$ cat src/rtl/sorter_stream_mux.sv
// N-channel registered stream multiplexer with valid/ready handshake.
// MODE 0 picks the channel from sel; MODE 1 arbitrates round-robin over valid channels.
// One output register stage; xfer_cnt counts accepted input beats and wraps silently.
module sorter_stream_mux #(
   parameter int unsigned WIDTH = 8,
   parameter int unsigned N     = 4,
   parameter int unsigned MODE  = 0,
   parameter int unsigned CNTW  = 16,
   localparam int unsigned SELW = $clog2(N)
) (
   input  logic                 clk,
   input  logic                 rst_n,
   input  logic [N*WIDTH-1:0]   in_data,
   input  logic [N-1:0]         in_valid,
   output logic [N-1:0]         in_ready,
   input  logic [SELW-1:0]      sel,
   output logic [WIDTH-1:0]     out_data,
   output logic [SELW-1:0]      out_ch,
   output logic                 out_valid,
   input  logic                 out_ready,
   output logic [CNTW-1:0]      xfer_cnt
);

   logic [N-1:0]     grant;
   logic             space;
   logic             xfer;
   logic [SELW-1:0]  xfer_ch;
   logic [WIDTH-1:0] xfer_data;

   logic [WIDTH-1:0] out_data_q, out_data_d;
   logic [SELW-1:0]  out_ch_q, out_ch_d;
   logic             out_valid_q, out_valid_d;
   logic [CNTW-1:0]  xfer_cnt_q, xfer_cnt_d;
   logic [SELW-1:0]  rr_ptr_q, rr_ptr_d;

   // The output register can take a new beat when empty or draining this cycle.
   assign space = !out_valid_q || out_ready;

   // One-hot grant: direct select in MODE 0, rotating priority from rr_ptr in MODE 1.
   always_comb begin
      logic found;
      grant = '0;
      found = 1'b0;
      if (MODE == 0) begin
         if (32'(sel) < N) begin
            grant[sel] = 1'b1;
         end
      end else begin
         // First pass covers rr_ptr..N-1, second pass wraps to 0..rr_ptr-1.
         for (int unsigned i = 0; i < N; i++) begin
            if (!found && in_valid[i] && (i >= 32'(rr_ptr_q))) begin
               grant[i] = 1'b1;
               found    = 1'b1;
            end
         end
         for (int unsigned i = 0; i < N; i++) begin
            if (!found && in_valid[i] && (i < 32'(rr_ptr_q))) begin
               grant[i] = 1'b1;
               found    = 1'b1;
            end
         end
      end
   end

   // Ready is held low throughout reset.
   assign in_ready = (rst_n && space) ? grant : '0;

   // Identify the accepted channel (at most one because grant is one-hot).
   always_comb begin
      xfer      = 1'b0;
      xfer_ch   = '0;
      xfer_data = '0;
      for (int unsigned i = 0; i < N; i++) begin
         if (in_valid[i] && in_ready[i]) begin
            xfer      = 1'b1;
            xfer_ch   = SELW'(i);
            xfer_data = in_data[i*WIDTH +: WIDTH];
         end
      end
   end

   // Next-state for the output stage, counter and round-robin pointer.
   always_comb begin
      out_data_d  = out_data_q;
      out_ch_d    = out_ch_q;
      out_valid_d = out_valid_q;
      xfer_cnt_d  = xfer_cnt_q;
      rr_ptr_d    = rr_ptr_q;
      if (xfer) begin
         out_data_d  = xfer_data;
         out_ch_d    = xfer_ch;
         out_valid_d = 1'b1;
         xfer_cnt_d  = xfer_cnt_q + 1'b1;
         if (MODE != 0) begin
            rr_ptr_d = (xfer_ch == SELW'(N - 1)) ? '0 : xfer_ch + 1'b1;
         end
      end else if (out_ready) begin
         out_valid_d = 1'b0;
      end
   end

   // State registers with synchronous active-low reset.
   always_ff @(posedge clk) begin
      if (!rst_n) begin
         out_data_q  <= '0;
         out_ch_q    <= '0;
         out_valid_q <= 1'b0;
         xfer_cnt_q  <= '0;
         rr_ptr_q    <= '0;
      end else begin
         out_data_q  <= out_data_d;
         out_ch_q    <= out_ch_d;
         out_valid_q <= out_valid_d;
         xfer_cnt_q  <= xfer_cnt_d;
         rr_ptr_q    <= rr_ptr_d;
      end
   end

   assign out_data  = out_data_q;
   assign out_ch    = out_ch_q;
   assign out_valid = out_valid_q;
   assign xfer_cnt  = xfer_cnt_q;

endmodule
$ cat config.mk
export PLATFORM = sky130hd
export DESIGN_NAME = sorter_stream_mux
export DESIGN_NICKNAME = d
export VERILOG_FILES = /design/src/rtl/sorter_stream_mux.sv
export SDC_FILE = /design/constraint.sdc
export NUM_CORES = 1
export LEC_CHECK = 0
export ABC_AREA = 0
export BUFFER_PORTS_ARGS = -buffer_cell sky130_fd_sc_hd__buf_2
export CORE_ASPECT_RATIO = 0.9
export CORE_UTILIZATION = 51
export CTS_BUF_LIST = sky130_fd_sc_hd__clkbuf_4 sky130_fd_sc_hd__clkbuf_8
export DETAILED_ROUTE_END_ITERATION = 10
export PLACE_DENSITY_LB_ADDON = 0.05
export SETUP_SLACK_MARGIN = 0.5
export SLEW_MARGIN = 25
export SYNTH_ARGS = -nofsm -noshare
export SYNTH_HDL_FRONTEND = slang
export SYNTH_SLANG_ARGS = --single-unit
$ cat constraint.sdc
create_clock -name clk -period 4.5 [get_ports clk]
set_input_delay 0.45 -clock clk [delete_from_list [all_inputs] [get_ports clk]]
set_output_delay 0.45 -clock clk [all_outputs]
set_load 0.01 [all_outputs]
==> impl_metrics.tcl <==
set metrics [dict create \
    fin_skew_ps 5.34 \
    initial_core_util 0.537 \
    sw_frac_of_total 0.273 \
    cp_max_fo 12 \
    core_region_area_sq_um 2750 \
    first_pass_iters 4 \
    synth_nets 221 \
    grt_overflow 0 \
    p_switching_mw 0.120 \
    rsz0062_at_grt "no" \
    area_growth_pct 26.2 \
    yosys_warnings 0 \
    reg2reg_slack_ps 2070 \
    ys.flop_type "dfxtp_1" \
    yosysSeqAreaShare 0.366 \
    cts_resized 0 \
    num_vias 1521 \
    p_int_mw 0.320 \
    dpl.hpwl_mm 2.57 \
    clk_path_buf_depth 2 \
    cts_tree "built" \
    nets 285 \
    worstHoldStart "in_data[23]" \
    r2r_start "out_valid$_SDFFE_PN0P_" \
    ant_nets 0 \
    gp_congestion 0.748 \
    grt_pass1_wl_mm 5.46 \
    die_h_microns 53.0 \
    drv_slew 0 \
    die_w_microns 58.7 \
    clk_latency_ps 330 \
    synth-seq-cells 27 \
    power_frac_seq 0.576 \
    cp.arrival_ps 2690 \
    grtUsageMet1 0.288 \
    vias_per_cell 5.39 \
    hold_viol_final 0 \
    hold_buffers 0 \
    drc 0 \
    hold_end "out_data[7]$_SDFFE_PN0P_" \
    drt-initial-drc-count 104 \
    slowest_stage "nor3_2" \
    antenna_found_initial 0 \
    fmax_ghz 0.412 \
    ir_drop_v 0.000150 \
    clock-root-buffer "clkbuf_4" \
    netlist_top_cells_area "dfxtp_1 (37%), mux2i_1 (7.5%), nor2_1 (6.1%)" \
    end_kind "flip-flop" \
    hold_class "in -> reg" \
    path_cells "nor2b_1 -> nor3_2 -> o2111ai_2 -> or4_1 -> a21oi_1" \
    critPathKind "reg -> reg" \
    grt_max_degree 19 \
    slew_headroom 0.410 \
    utilization 0.678 \
    design_area_sq_um 1860 \
    drt_wl_total_mm 3.44 \
    combPwrFrac 0.178 \
    synthDistinctLibCells 37 \
    stdcell_count 282 \
    synthCells 179 \
    leakage_nw 0.862 \
    drive_gt1_frac 0.335 \
    yosys.area.top_type "dfxtp_1" \
    numCtsBuffers 3 \
    ctsHtreeMaxLevel 1 \
    p_per_area_nw_per_um2 236 \
    worstReg2RegEnd "xfer_cnt[9]$_SDFFE_PN0P_" \
    path_clk_slew_ps 150 \
    startpoint_type "flip-flop" \
    portBuffers 71 \
    gr-usage-met2 0.397 \
    n_antenna_cell 0 \
    rows 18 \
    synth_area_sq_um 1480 \
    syn_avg_cell_area_sq_um 8.25 \
    cts_sinks 27 \
    synth_top_area_share 0.366 \
    synth_edf_count 0 \
    grtUsageMet3 0.0416 \
    grt_usage 0.227 \
    dp.cells 278 \
    setup_viol 0 \
    async_flop_share 0 \
    finalSetupTns_ps 0 \
    fin_crit_sh 0.540 \
    pwr-share-clk 0.246 \
    postCtsSetupBuffers 0 \
    critical-path-max-stage-delay_ps 600 \
    outcome "completed" \
    min_period_ps 2430 \
    worst_pin_slew_ps 883 \
    power_mw 0.440 \
    worstPathRequired_ps 4760 \
    busiest_layer "met2" \
    placed_cell_area_sq_um 1830 \
    mostFrequentLayoutCells "buf_2 (71), dfxtp_1 (27), nor2_1 (24)" \
    first_global_vias 1282 \
    cp-startpoint "out_valid$_SDFFE_PN0P_" \
    dieArea_sq_um 3110 \
    rr_worst_depth 5 \
    ios 72 \
    drv_cap 0 \
    layout_commonest_cell "buf_2" \
    hold_path_depth 3 \
    routedWlPerCell_microns 12.2 \
]
==> flip-flops by register name, indices dropped and copies added (netlist names) <==
name,cells
out_ch,2
out_valid,1
xfer_cnt,16
out_data,8
==> synth_stat cells (5+ instances only) <==
| library cell | count |
|---|---|
| nor2_1 | 24 |
| a211o_1 | 7 |
| o21ai_0 | 15 |
| nand2_1 | 15 |
| mux2i_1 | 11 |
| a21oi_1 | 6 |
| a31oi_1 | 8 |
| xor2_1 | 7 |
| or3_1 | 6 |
| dfxtp_1 | 27 |
| clkbuf_1 | 5 |
| buf_2 | 5 |
| nor3_1 | 5 |
==> critical path: cells and delay by family (launching register included) <==
kind	cells	cell delay [ps]
compound gates	2	560
simple gates	3	1460
flops	1	340
==> kinds of logic (layout without fill, tap and decap cells) <==
| logic type | Yosys count | in the layout | synth area share |
|---|---|---|---|
| simple gates | 73 | 73 | 0.253 |
| xor+xnor | 7 | 7 | 0.0415 |
| flops | 27 | 27 | 0.366 |
| buf+inv | 15 | 78 | 0.0500 |
| compound gates | 45 | 45 | 0.207 |
| fa+ha+maj | 1 | 1 | 0.00847 |
| mux | 11 | 11 | 0.0746 |
==> power by group through the flow <==
| stage | clock (mW) | combinational [mW] | sequential, mW |
|---|---|---|---|
| after floorplan | 0 | 0.0410 | 0.262 |
| after global placement | 0 | 0.0750 | 0.258 |
| after global routing | 0.116 | 0.0869 | 0.255 |
| final | 0.109 | 0.0784 | 0.254 |
| after detailed placement | 0 | 0.0779 | 0.259 |
| after CTS | 0.110 | 0.0782 | 0.253 |
==> metal layers <==
metal  share of wire  vias up
li1                -      769
met4          0.0038        0
met2            0.48       53
met3           0.053        2
met5               0        -
met1            0.47      697
==> per-stage QoR <==
stage / setup slack [ps] / hold WS [ps]
2_1_floorplan: 2580 / 497
3_3_place_gp: 1580 / 462
3_5_place_dp: 1490 / 469
4_1_cts: 1740 / 362
5_1_grt: 1850 / 370
6_report: 2070 / 364
==> how the worst max path moves through the flow <==
stage	to	slack, ps	cells past startpoint
floorplan	xfer_cnt[5]$_SDFFE_PN0P_	2580	7
global placement	xfer_cnt[9]$_SDFFE_PN0P_	1580	6
detailed placement	xfer_cnt[9]$_SDFFE_PN0P_	1490	6
CTS	xfer_cnt[9]$_SDFFE_PN0P_	1740	5
global route	xfer_cnt[9]$_SDFFE_PN0P_	1850	5
finish	xfer_cnt[9]$_SDFFE_PN0P_	2070	5
==> layout make-up <==
cell class                 instances  area, sq um
multi-input combinational        137          876
clock inverter                     1         7.51
sequential                        27          541
timing repair buffer              71          355
tap                               40         50.0
clock buffer                       3         22.5
inverter                           3         11.3
fill                             271          885
Power figures use the tool's default switching activity.
